File: src/rtl/uart_asm_pkg.sv
// Shared definitions for the UART word assembler.
//   asm_state_t       : assembler state (HUNT for a sync header, COLLECT bytes)
//   DEFAULT_SYNC_BYTE : default frame header value
//   clog2()           : ceiling log2, used to size counters and FIFO pointers
package uart_asm_pkg;

  typedef enum logic {
    HUNT    = 1'b0,
    COLLECT = 1'b1
  } asm_state_t;

  localparam logic [7:0] DEFAULT_SYNC_BYTE = 8'hA5;

  function automatic int clog2(input int value);
    int r;
    r = 0;
    while ((1 << r) < value) r++;
    return r;
  endfunction

endpackage

File: src/rtl/word_fifo.sv
// Synchronous first-word-fall-through FIFO for assembled words.
// Ports:
//   clk, reset_n : clock, synchronous active-low reset
//   push, din    : write request and data (accepted when not full, or when a
//                  pop happens in the same cycle)
//   pop          : read request (ignored when empty)
//   full, empty  : occupancy flags
//   head         : oldest word; driven to zero while empty
module word_fifo
  import uart_asm_pkg::*;
#(
  parameter int WIDTH = 16,
  parameter int DEPTH = 4
) (
  input  logic             clk,
  input  logic             reset_n,
  input  logic             push,
  input  logic [WIDTH-1:0] din,
  input  logic             pop,
  output logic             full,
  output logic             empty,
  output logic [WIDTH-1:0] head
);

  localparam int PTR_W = (clog2(DEPTH) < 1) ? 1 : clog2(DEPTH);

  logic [WIDTH-1:0] mem [DEPTH];
  logic [PTR_W-1:0] wr_ptr;
  logic [PTR_W-1:0] rd_ptr;
  logic [PTR_W:0]   count;
  logic             do_push;
  logic             do_pop;

  assign empty   = (count == '0);
  assign full    = (count == (PTR_W+1)'(DEPTH));
  assign do_pop  = pop && !empty;
  assign do_push = push && (!full || do_pop);

  // Zeroing the head while empty gives a clean all-zero output after reset
  // without having to reset the storage array.
  assign head = empty ? '0 : mem[rd_ptr];

  // NOTE: state updates use non-blocking assignments so every register samples
  // the pre-edge values, independent of statement order.
  always_ff @(posedge clk) begin
    if (!reset_n) begin
      wr_ptr <= '0;
      rd_ptr <= '0;
      count  <= '0;
    end else begin
      if (do_push) wr_ptr <= wr_ptr + PTR_W'(1);
      if (do_pop)  rd_ptr <= rd_ptr + PTR_W'(1);
      unique case ({do_push, do_pop})
        2'b10:   count <= count + (PTR_W+1)'(1);
        2'b01:   count <= count - (PTR_W+1)'(1);
        default: count <= count;
      endcase
    end
  end

  // NOTE: the storage array is deliberately not reset; the pointers and count
  // define which entries are meaningful, and an unreset array maps to plain RAM.
  always_ff @(posedge clk) begin
    if (do_push) mem[wr_ptr] <= din;
  end

endmodule

File: src/rtl/uart_word_assembler.sv
// Collects single-cycle UART byte strobes into BYTES_PER_WORD-byte words,
// optionally framed by a sync header, and buffers completed words in a FIFO.
// Ports:
//   clk, reset_n        : clock, synchronous active-low reset
//   rx_data, rx_valid   : received byte and its one-cycle strobe
//   clear               : clears overflow and drop_cnt
//   word_data/valid     : FIFO head word and not-empty flag
//   word_ready          : consumer accepts the head word this cycle
//   busy                : partial word in progress (or header received)
//   timeout_err         : one-cycle pulse when a partial frame is discarded
//   overflow, drop_cnt  : sticky drop flag and saturating drop counter
module uart_word_assembler
  import uart_asm_pkg::*;
#(
  parameter int         BYTES_PER_WORD = 2,
  parameter bit         MSB_FIRST      = 1'b1,
  parameter bit         SYNC_EN        = 1'b0,
  parameter logic [7:0] SYNC_BYTE      = DEFAULT_SYNC_BYTE,
  parameter int         TIMEOUT_CYC    = 100000,
  parameter int         FIFO_DEPTH     = 4
) (
  input  logic                        clk,
  input  logic                        reset_n,
  input  logic [7:0]                  rx_data,
  input  logic                        rx_valid,
  input  logic                        clear,
  output logic [8*BYTES_PER_WORD-1:0] word_data,
  output logic                        word_valid,
  input  logic                        word_ready,
  output logic                        busy,
  output logic                        timeout_err,
  output logic                        overflow,
  output logic [7:0]                  drop_cnt
);

  localparam int WORD_W = 8 * BYTES_PER_WORD;
  localparam int CNT_W  = (clog2(BYTES_PER_WORD) < 1) ? 1 : clog2(BYTES_PER_WORD);
  localparam int TMR_W  = (clog2(TIMEOUT_CYC + 1) < 1) ? 1 : clog2(TIMEOUT_CYC + 1);
  localparam logic [CNT_W-1:0] LAST_IDX = CNT_W'(BYTES_PER_WORD - 1);
  localparam logic [TMR_W-1:0] TMR_LAST = (TIMEOUT_CYC > 0) ? TMR_W'(TIMEOUT_CYC - 1) : '0;
  localparam asm_state_t       IDLE_ST  = SYNC_EN ? HUNT : COLLECT;

  asm_state_t        state_q;
  logic [CNT_W-1:0]  count_q;
  logic [WORD_W-1:0] word_q;
  logic [WORD_W-1:0] word_next;
  logic [TMR_W-1:0]  timer_q;

  logic push_req;
  logic pop;
  logic drop;
  logic fifo_full;
  logic fifo_empty;
  logic timeout_hit;

  // In sync mode a received header already counts as a frame in progress.
  assign busy = (state_q == COLLECT) && (SYNC_EN || (count_q != '0));

  // A byte arriving in the expiry cycle takes priority over the timeout.
  assign timeout_hit = (TIMEOUT_CYC > 0) && busy && !rx_valid && (timer_q == TMR_LAST);

  assign push_req   = (state_q == COLLECT) && rx_valid && (count_q == LAST_IDX);
  assign word_valid = !fifo_empty;
  assign pop        = word_valid && word_ready;
  assign drop       = push_req && fifo_full && !pop;

  // Current word with the incoming byte placed in its lane; on the last byte
  // this is the word pushed into the FIFO in the same cycle.
  // NOTE: the default assignment first keeps this combinational block from
  // inferring a latch when no lane matches.
  always_comb begin
    word_next = word_q;
    for (int k = 0; k < BYTES_PER_WORD; k++) begin
      if (int'(count_q) == k) begin
        if (MSB_FIRST) word_next[8*(BYTES_PER_WORD-k)-1 -: 8] = rx_data;
        else           word_next[8*k+7 -: 8]                  = rx_data;
      end
    end
  end

  always_ff @(posedge clk) begin
    if (!reset_n) begin
      state_q     <= IDLE_ST;
      count_q     <= '0;
      word_q      <= '0;
      timer_q     <= '0;
      timeout_err <= 1'b0;
    end else begin
      timeout_err <= 1'b0;
      unique case (state_q)
        HUNT: begin
          if (rx_valid && (rx_data == SYNC_BYTE)) begin
            state_q <= COLLECT;
            count_q <= '0;
          end
        end
        COLLECT: begin
          if (rx_valid) begin
            word_q <= word_next;
            if (count_q == LAST_IDX) begin
              count_q <= '0;
              state_q <= IDLE_ST;
            end else begin
              count_q <= count_q + CNT_W'(1);
            end
          end else if (timeout_hit) begin
            count_q     <= '0;
            state_q     <= IDLE_ST;
            timeout_err <= 1'b1;
          end
        end
        default: state_q <= IDLE_ST;
      endcase

      if (rx_valid || !busy || timeout_hit) timer_q <= '0;
      else if (TIMEOUT_CYC > 0)             timer_q <= timer_q + TMR_W'(1);
    end
  end

  // A drop coinciding with clear leaves exactly that one drop recorded.
  always_ff @(posedge clk) begin
    if (!reset_n) begin
      overflow <= 1'b0;
      drop_cnt <= '0;
    end else if (clear) begin
      overflow <= drop;
      drop_cnt <= drop ? 8'd1 : 8'd0;
    end else if (drop) begin
      overflow <= 1'b1;
      if (drop_cnt != 8'hFF) drop_cnt <= drop_cnt + 8'd1;
    end
  end

  word_fifo #(
    .WIDTH (WORD_W),
    .DEPTH (FIFO_DEPTH)
  ) u_fifo (
    .clk     (clk),
    .reset_n (reset_n),
    .push    (push_req),
    .din     (word_next),
    .pop     (pop),
    .full    (fifo_full),
    .empty   (fifo_empty),
    .head    (word_data)
  );

endmodule

File: config.mk
export PLATFORM = sky130hd
export DESIGN_NAME = uart_word_assembler
export DESIGN_NICKNAME = d
export VERILOG_FILES = /design/src/rtl/uart_asm_pkg.sv /design/src/rtl/word_fifo.sv /design/src/rtl/uart_word_assembler.sv
export SDC_FILE = /design/constraint.sdc
export NUM_CORES = 1
export LEC_CHECK = 0
export BUFFER_PORTS_ARGS = -buffer_cell sky130_fd_sc_hd__clkbuf_2
export CAP_MARGIN = 10
export CORE_ASPECT_RATIO = 1.4
export CORE_MARGIN = 5
export CORE_UTILIZATION = 45
export CTS_CLUSTER_DIAMETER = 30
export DETAILED_ROUTE_END_ITERATION = 7
export MAX_ROUTING_LAYER = met4
export PLACE_DENSITY_LB_ADDON = 0.15
export SLEW_MARGIN = 25
export SYNTH_ARGS = -nofsm -noshare
export SYNTH_HDL_FRONTEND = slang
export SYNTH_SLANG_ARGS = --single-unit
File: constraint.sdc
create_clock -name clk -period 3.9 [get_ports clk]
set_clock_uncertainty 0.15 [all_clocks]
set_input_delay 0.195 -clock clk [delete_from_list [all_inputs] [get_ports clk]]
set_output_delay 0.195 -clock clk [all_outputs]
set_load 0.01 [all_outputs]
== Word level (Yosys, flattened, before mapping) ==
Memories as Yosys holds them, arrays and structs flattened. A register that Yosys moved wholly into a read port is not among the register bits.
Cells that the tools add are included.

* Multiplexer cells: 22
* Add/subtract/negate cells: 7
* Reductions and logical operators: 28
* Equal/unequal tests: 8
* Bitwise logic cells: 2

{| class="wikitable"
|+ Operator list
! cell !! count
|-
| $mux 16 || 2
|-
| $mux 8 || 4
|-
| $add 17x1->17 const B || 1
|-
| $eq 17x17->1 const B || 1
|-
| $logic_and 1x1->1 || 11
|-
| $mux 1 || 11
|-
| $add 8x1->8 const B || 1
|-
| $eq 8x8->1 const B || 1
|-
| $ne 8x8->1 const B || 1
|-
| $pmux 3 s2 || 1
|-
| $reduce_and 2->1 || 3
|-
| $reduce_bool 2->1 || 3
|-
| $logic_not 1->1 || 5
|-
| $add 2x1->2 const B || 2
|-
| $mux 2 || 2
|-
| $pmux 1 s2 || 2
|-
| $add 3x1->3 const B || 1
|-
| $eq 3x3->1 const B || 1
|-
| $logic_not 3->1 || 1
|-
| $logic_or 1x1->1 || 3
|-
| $ne 3x2->1 const B || 1
|-
| $reduce_or 3->1 || 1
|-
| $sub 3x1->3 const B || 1
|-
| $eq 2x1->1 const B || 1
|-
| 5 further kinds || 6
|}

* RAM bits: 64
* Output and inout port bits: 28
* Memories kept: 1
* Register bits: 52
* Input port bits: 13
* Word-level logic and storage cells: 78

{| class="wikitable"
|+ Memory list
! memory !! depth !! width !! read ports !! clocked after memory_dff !! wr ports !! RTL line !! source
|-
| u_fifo.mem || 4 || 16 || 1 || 1 || 1 || word_fifo.sv:27 || <nowiki>logic [WIDTH-1:0] mem [DEPTH];</nowiki>
|}

== Depth between registers and ports, before layout ==
Gate-level depths: netlist (run 1).

* Depth in word-level cells: 8
* Depth in mapped cells: 11
* Gate-level depth less buffers: 9

== By module ==
Synthesis (run 1) repeated with hierarchy kept, for this count alone.

* Cells, all modules: 401
* Area total of the unflattened synthesis: 5,222.5 sq um

{| class="wikitable"
|+ Modules (own cells, without submodules)
! module !! area each (sq um) !! sequential area each (sq um) !! times used !! cells each
|-
| word_fifo || 3,037.9 || 2,102.0 || 1 || 169
|-
| uart_word_assembler || 2,184.6 || 900.9 || 1 || 232
|}

== Least setup slack after synthesis (run 1) ==
OpenSTA, ideal clock, no wires.

* Path type: reg-to-reg
* Start: register count_q
* End: register u_fifo.count[2]
* Setup slack: 1,552 ps
* Data required time: 3,674 ps
* Path buffers: 2
* Stages on the path, launching flop included: 12
* Period minus slack after synthesis: 2,348 ps
* Data arrival time: 2,122 ps
* Setup time: 76 ps
* Cell sequence: dfxtp_1 buf_2 and3_1 nor2b_1 clkbuf_1 inv_1 ha_1 inv_1 fa_1 xor2_1 or3_1 a21boi_0

* Longest elaborated chain between the ends: 4
* Elaborated cells between the ends (all ways): 6
* Classes of those cells: 2 x eq/ne; 1 x mux; 3 x reduce/logical

{| class="wikitable"
|+ RTL lines
! element !! RTL line !! source
|-
| start, declared || uart_word_assembler.sv:44 || <nowiki>logic [CNT_W-1:0] count_q;</nowiki>
|-
| start signal, assigned || uart_word_assembler.sv:104 || <nowiki>count_q <= count_q + CNT_W'(1);</nowiki>
|-
| $logic_and 1x1->1 (*) || uart_word_assembler.sv:62 || <nowiki>assign push_req = (state_q == COLLECT) && rx_valid && (count_q == LAST_IDX);</nowiki>
|-
| $logic_and 1x1->1 (*) || word_fifo.sv:37 || <nowiki>assign do_push = push && (!full || do_pop);</nowiki>
|-
| $eq 2x1->1 / $eq 2x2->1 (equally long branches) || word_fifo.sv:53 || <nowiki>unique case ({do_push, do_pop})</nowiki>
|-
| $pmux 3 s2 / $reduce_bool 2->1 (equally long branches) || - ||
|-
| end signal, assigned || word_fifo.sv:54 || <nowiki>2'b10: count <= count + (PTR_W+1)'(1);</nowiki>
|-
| end signal, assigned || word_fifo.sv:55 || <nowiki>2'b01: count <= count - (PTR_W+1)'(1);</nowiki>
|-
| end signal, assigned || word_fifo.sv:56 || <nowiki>default: count <= count;</nowiki>
|-
| end, declared || word_fifo.sv:30 || <nowiki>logic [PTR_W:0] count;</nowiki>
|}

Mark *: on every way between the ends. The rest lies on a longest branch, timed or not.
A chain may end at the register's enable or synchronous reset.

== Worst setup path after layout (run 1) ==
* Start: register u_fifo.count[0]
* End: register u_fifo.count[2]

* Longest elaborated chain between the ends: 8
* Elaborated cells between the ends (all ways): 14
* Classes of those cells: 2 x add/sub; 3 x eq/ne; 1 x mux; 8 x reduce/logical

{| class="wikitable"
|+ RTL lines
! element !! RTL line !! source
|-
| $logic_not 3->1 (*) || word_fifo.sv:34 || <nowiki>assign empty = (count == '0);</nowiki>
|-
| $logic_not 1->1 (*) || word_fifo.sv:36, uart_word_assembler.sv:63 ||
|-
| $logic_and 1x1->1 || uart_word_assembler.sv:64 || <nowiki>assign pop = word_valid && word_ready;</nowiki>
|-
| $logic_and 1x1->1 (*) || word_fifo.sv:36 || <nowiki>assign do_pop = pop && !empty;</nowiki>
|-
| net u_fifo.do_pop || word_fifo.sv:32 || <nowiki>logic do_pop;</nowiki>
|-
| $logic_or 1x1->1 || word_fifo.sv:37 ||
|-
| $logic_and 1x1->1 || word_fifo.sv:37 ||
|-
| $eq 2x1->1 / $eq 2x2->1 (equally long branches) || word_fifo.sv:53 ||
|-
| $pmux 3 s2 / $reduce_bool 2->1 (equally long branches) || - ||
|}

Mark *: on every way through the listed nets, which the timed path passes. The rest lies on a longest branch.

==> metrics, run 1 <==
fin cells=592; Max Freq=0.382 GHz; worst slew pin tran=905 ps; final WL=approximately 9.6 mm; placed cells=551; LEAKAGE=2.15 nW; Vias=3,055; initial core utilization=0.453; status=complete, no violations; Arr. time, crit path=between 2000 and 3000 ps; Syn Std Cell Area=~5000 um^2; Port Buffer Count=40; Synth area leader=edfxtp_1; syn nets=around 400; ranking of synthesized cells by area=edfxtp_1, dfxtp_1, mux4_2, and2_1, mux2i_1; RR Startpoint=u_fifo.count[0]; Overflow after GRT=0; io pins=41; Placer Congestion=between 0.7 and 0.8; Worst path slowest cell=or3_1; vias in the first global route=3,233; r2r setup slk=1280 ps; FF-to-FF path depth=8; DR vias/cell=~5.2; clk sink count=around 120; HP Start=word_ready; worst skew pair latency=between 400 and 500 ps; worst setup path startpoint=u_fifo.count[0]; Root Driver=clkbuf_16; Post-synth EDFFs=64; fin crit share=0.671; Top FF cell, synth=edfxtp_1; wire per inst=16.2 um; CP endpoint=u_fifo.count[2]; gr usage total=0.160; CP Capture Type=register; Worst-path clk slew=~50 ps; Mapped Cells=380; ordered list of cells on the worst path=or3_1 > and2_1 > ha_1 > inv_1 > fa_1 > xor2_1 > or3_1 > a21boi_0; crit-path max cell delay=between 400 and 500 ps; Worst EP required=between 4000 and 5000 ps; Worst R2R End=u_fifo.count[2]; DP Wirelength=roughly 6.3 mm; Longest Clk Path Bufs=2; Slew Viols, Final=0; power density cells=~560 nW/um^2; DR pass1 iterations=4; Max IR drop VDD=0.302 mV; max-cap viol count=0; total setup buffers inserted after CTS=0; Rel. slew slack=0.397; Final Core Density=0.542; crit start category=register; sequential fraction of the synthesis area=0.590; Avg Inst Size Synth=13.4 um^2; Yosys cell types=47; CTS tree=done; Synth Register Bits=118; Iter 0 DRT Violations=between 100 and 150; Die Y=between 100 and 150 um; die area=13,600 um^2; cts bufs inserted=17; P&R area growth vs syn=19.5%; share of the synthesized area in the top cell type=0.378; RSZ-0062 raised after global routing=no; antenna violations before repair=0; Fin. Hold Viols=0; Setup-failing EPs final=0; Post-route DRC=0; Synth Warn #=0; Antenna Nets Post-Route=0; Worst Path Max Fanout=19; final net count=between 400 and 500; first-pass GRT wire length=around 16 mm; cell repeated most along the worst path=or3_1; Period minus WS final=2620 ps; ys async rst share=0; ant diodes=0; crit path kind=register to register; core area=11,200 um^2; largest net degree at the start of global routing=32; H-Tree Depth=4; setup TNS=0 ps; share of post-route cells with drive strength above 1=0.239; Die Width=between 90 and 100 um; Row Count=46; worst hold path class=input port to register
## worst max-delay path, delay by kind of cell (launching register included)
family          cells  cell delay [ps]
simple gates        3             1050
fa+ha+maj           2              560
flops               1              420
xor+xnor            1              160
compound gates      1              150
buf+inv             1               60
## cell families after synthesis
kind of cell               share of synthesized area
adders and majority gates                     0.0211
AOI/OAI and AO/OA                             0.0322
muxes                                          0.142
xor gates and xnor gates                      0.0310
DFF                                            0.590
and+or+nand+nor                                0.161
buffers and inverters                         0.0226
## power by group
part           switching, mW  leakage (nW)  total (mW)  internal [mW]
registers             0.0278          1.02        1.39           1.36
clock network          0.500         0.283        1.50           1.00
logic                  0.265         0.845       0.515          0.250
total                  0.793          2.15        3.41           2.62
## worst min-delay path by stage
stage,endpoint,slack (ps),depth (start not counted)
after floorplan,word_q[10],210,2
after global placement,timer_q[0],280,1
after detailed placement,timer_q[0],290,1
after CTS,u_fifo.rd_ptr[1],100,4
after global routing,register,150,4
final,register,110,4
## synthesized netlist by cell type, types with 2 or more instances
cell type,number
clkbuf_1,9
a21oi_1,8
o211ai_1,2
nand2_1,12
xor2_1,5
xnor2_1,13
and4_1,2
or2_2,2
nor2_1,18
o21ai_0,6
dfxtp_1,54
mux2_2,16
edfxtp_1,64
and2_1,29
nand3_1,10
mux2i_1,18
or3_1,5
nor4_1,4
o31ai_1,2
nor2b_1,21
nand4_1,6
and3b_1,2
buf_2,5
nand2b_1,2
and3_1,4
inv_1,12
mux4_2,16
nor4b_1,3
ha_1,7
nor3_1,6
## cell usage in the layout, fill, tap and decap left out, drive strengths merged, types with 6 or more instances in the layout
master	instances
nor3	6
mux4	16
inv	12
clkbuf	67
mux2	16
and2	30
mux2i	18
a21oi	9
nand3	11
nand2	12
dlygate4sd3	9
dfxtp	54
o21ai	6
nor2b	21
xnor2	13
nand4	7
ha	7
nor2	18
edfxtp	64
## routing by layer
metal	track usage	wire length, um	vias to the layer above
met5	-	0	-
met4	0.0812	183	0
met3	0.0364	351	16
met2	0.267	5020	57
met1	0.178	4020	1477
li1	-	-	1505
## per-stage QoR
| stage | hold slack [ps] | cell area [um^2] | worst slack (ps) | total power, mW |
|---|---|---|---|---|
| final | 111 | 6080 | 1280 | 3.41 |
| after global routing | 146 | 6080 | 1020 | 3.56 |
| after CTS | 98.5 | 6080 | 1180 | 3.46 |
| after detailed placement | 286 | 5410 | 1190 | 1.94 |
| after global placement | 279 | 5410 | 1300 | 1.93 |
| after floorplan | 211 | 5090 | 1550 | 1.78 |
## timing repair
action	in CTS	in global routing
hold buffers	9	0
endpoints found under the hold margin	10	0
gates resized for setup	0	0
## final cells by class
type / count / area (um^2)
well taps: 144 / 180
inverters: 12 / 45.0
flip-flops and latches: 118 / 3000
clock inverters: 5 / 73.8
clock buffers: 27 / 503
multi-input cells: 235 / 1970
repair buffers: 51 / 305
fillers: 943 / 5140
## sequential cells by signal (all words and copies together), names as in the netlist, named ones only
register,count
u_fifo.wr_ptr,2
u_fifo.rd_ptr,2
timeout_err,1
drop_cnt,8
count_q,1
word_q,16
u_fifo.count,3
state_q,1
u_fifo.mem,64
overflow,1
timer_q,17
No activity file was read; power rests on OpenSTA's default activity.
==> inputs of run 2 (changes only) <==
--- a/config.mk
+++ b/config.mk
@@ -5,6 +5,7 @@
 export SDC_FILE = /design/constraint.sdc
 export NUM_CORES = 1
 export LEC_CHECK = 0
+export ABC_AREA = 1
 export BUFFER_PORTS_ARGS = -buffer_cell sky130_fd_sc_hd__clkbuf_2
 export CAP_MARGIN = 10
 export CORE_ASPECT_RATIO = 1.4
==> constraint.sdc (replaced) <==
create_clock -name clk -period 2.4 [get_ports clk]
set_clock_uncertainty 0.15 [all_clocks]
set_input_delay 0.12 -clock clk [delete_from_list [all_inputs] [get_ports clk]]
set_output_delay 0.12 -clock clk [all_outputs]
set_load 0.01 [all_outputs]
==> metrics, run 2 <==
FF-to-FF path depth=10 (+2); Worst Path Max Fanout=3 (-16); gr usage total=0.175 (+0.0152); power density cells=826 nW/um^2 (+47%); NetSw=1.23 mW (+55%); Pwr Total=5.13 mW (+50%); Post-route DRC=0 (unchanged); die area=13,800 um^2 (+1.4%); Worst EP required=2530 ps (-1560 ps); hold path cells=2 (-2); mux cell area share after synthesis=0 (-0.142); post-synthesis simple-gate area fraction=0.192 (+0.0307); Synth Warn #=0 (unchanged); share of the synthesized area in the top cell type=0.372 (-0.00576); Max Freq=0.448 GHz (+17%); Iter 0 DRT Violations=189 (+85%); ant diodes=0 (unchanged); io pins=41 (unchanged); Arr. time, crit path=2360 ps (-440 ps); switch share=0.240 (+0.00745); DP Wirelength=7.30 mm (+17%); H-Tree Depth=4 (unchanged); max-cap viol count=0 (unchanged); Fin. Hold Viols=0 (unchanged); core area=11,300 um^2 (+0.51%); r2r setup slk=170 ps (-1120 ps); Seq pwr share=0.435 (+0.027); status=complete, no violations; cts bufs inserted=17 (unchanged); LEAKAGE=2.40 nW (+12%); Rel. slew slack=0.599 (+0.202); first-pass GRT wire length=18.3 mm (+15%); WHS Endpoint=state_q; Max IR drop VDD=0.590 mV (+95%); top flop regs=u_fifo.mem x64, timer_q x17, word_q x16; Fillers=1,065 (+13%); total setup buffers inserted after CTS=0 (unchanged); Top FF cell, synth=edfxtp_1; Longest Clk Path Bufs=2 (unchanged); CP Capture Type=register; worst slack at placement=179 ps (-1010 ps); Mapped Cells=580 (+53%); ranking of synthesized cells by area=edfxtp_1, dfxtp_1, nor2_1, o21ai_0, nand2_1; Syn Std Cell Area=5170 um^2 (+1.5%); Post-synth EDFFs=64 (unchanged); largest reg by FF count=u_fifo.mem; Overflow after GRT=0 (unchanged); most frequent cells in the layout=nor2_1, nand2_1, edfxtp_1; worst hold path class=input port to register; Post-synth top cells=nor2_1, nand2_1, edfxtp_1, inv_1, o21ai_0; sequential fraction of the synthesis area=0.581 (-0.00900); Placer Congestion=0.862 (+16%); Period minus WS final=2230 ps (-384 ps); RSZ-0062 raised after global routing=no; largest net degree at the start of global routing=37 (+16%); antenna violations before repair=0 (unchanged); Worst R2R End=u_fifo.count[2]; clock share of power=0.451 (+0.010); Final WS setup=168 ps (-1120 ps); Slew Viols, Final=0 (unchanged); Setup-failing EPs final=0 (unchanged); crit path kind=register to register; Vias=3,917 (+28%); syn nets=601 (+50%); DR vias/cell=4.90 (-5.0%); Avg Inst Size Synth=8.91 um^2 (-33%); wire per inst=13.6 um (-16%); Die Y=137 um (+0.71%); Synth area leader=edfxtp_1; RR Startpoint=u_fifo.count[1]; count leader, synth=nor2_1; Die Width=101 um (+0.69%); Root Driver=clkbuf_16; worst slew pin tran=601 ps (-303 ps); HP Start=reset_n; leading cell type in the layout, fill and taps excluded=nor2_1; ys async rst share=0 (unchanged); Comb power frac=0.114 (-0.037); xor/xnor cell area share of the yosys netlist=0.0220 (-0.00895); initial core utilization=0.458 (+0.00467); internal power=3.90 mW (+49%); crit start category=register; DR pass1 iterations=5 (+1); Yosys cell types=31 (-34%); worst skew pair latency=400 ps (about the same); post-synthesis compound-gate area fraction=0.115 (+0.0830); clk sink count=118 (unchanged); Antenna Nets Post-Route=0 (unchanged); setup TNS=0 ps (unchanged); Row Count=46 (unchanged); fin crit share=0.930 (+0.259); vias in the first global route=3,930 (+22%); P&R area growth vs syn=20.1%; Worst-path clk slew=50 ps (about the same); final WL=10.8 mm (+13%); synthesized-area fraction occupied by adder cells=0.0208 (-0.000323); Port Buffer Count=40 (unchanged); CTS tree=done; largest family of logic cells by synthesized area=simple AND/OR/NAND/NOR gates; final net count=663 (+45%); Synth Register Bits=118 (unchanged); share of post-route cells with drive strength above 1=0.139 (-0.0999); number of flip-flops in the largest register=64 (unchanged)
[run 2: cell types whose count changed after synthesis, moves of 10 or more]
cell,previous run,this run
inv_1,12,62
mux2_2,16,0
mux4_2,16,0
nor2_1,18,129
nand2_1,12,72
xnor2_1,13,3
mux2i_1,18,0
and2_1,29,0
nor2b_1,21,0
o21ai_0,6,61
a21oi_1,8,37
[run 2: how the worst max path moves through the flow]
stage	to	cells past startpoint	startpoint
floorplan	u_fifo.count[2]	10	u_fifo.count[1]
global placement	u_fifo.count[2]	11	u_fifo.count[1]
detailed placement	u_fifo.count[2]	11	u_fifo.count[1]
CTS	u_fifo.count[2]	11	u_fifo.count[1]
global route	u_fifo.count[2]	11	u_fifo.count[1]
finish	u_fifo.count[2]	10	u_fifo.count[1]
[run 2: through the flow]
stage / hold WS (ps) / util / area [um^2] / std cells
finish: 45.1 / 0.550 / 6210 / 799
global route: 69.5 / 0.550 / 6210 / 799
CTS: 14.0 / 0.550 / 6210 / 799
detailed placement: 216 / 0.490 / 5530 / 754
global placement: 222 / 0.490 / 5530 / 754
floorplan: 48.2 / - / 5170 / 580
[run 2: final cells by class]
type | instances | area (um^2) | area share
clock buffers | 20 | 437 | 0.0703
clock inverters | 12 | 111 | 0.0179
inverters | 68 | 255 | 0.0411
multi-input cells | 373 | 1810 | 0.291
flip-flops and latches | 118 | 3000 | 0.484
well taps | 144 | 180 | 0.0290
repair buffers | 64 | 413 | 0.0665
[run 2: power by group through the flow]
stage / registers, mW / clock network [mW] / logic, mW
after CTS: 2.23 / 2.36 / 0.599
after global routing: 2.23 / 2.44 / 0.667
after detailed placement: 2.27 / 0 / 0.582
after global placement: 2.27 / 0 / 0.560
final: 2.23 / 2.31 / 0.587
after floorplan: 2.26 / 0 / 0.377
[run 2: per-layer routing]
layer  GRT usage  wire (um)  vias to the layer above
met2       0.310       5720                       82
li1            -          -                     2032
met4      0.0524        141                        0
met3      0.0454        467                       14
met5           -          0                        -
met1       0.192       4510                     1789
[run 2: kinds of logic (layout without fill, tap and decap cells)]
| logic type | after synthesis | in the layout |
|---|---|---|
| and+or+nand+nor | 238 | 238 |
| adders and majority gates | 8 | 8 |
| AOI/OAI and AO/OA | 114 | 114 |
| buffers and inverters | 89 | 164 |
| xor gates and xnor gates | 13 | 13 |
| DFF | 118 | 118 |
[run 2: critical path, cell delays in order, from the launching register on]
cell,delay (ps)
dfxtp_1,320
nor2_1,170
nand3_1,170
nand2_1,120
ha_1,140
inv_1,70
fa_1,380
a21oi_1,150
o21ai_0,160
o21ai_1,200
a21oi_1,60
[run 2: timing repair]
item | CTS | global route
endpoints found under the hold margin | 16 | 0
gates resized for setup | 0 | 1
hold buffers | 13 | 0
endpoints found under the setup margin | 0 | 1
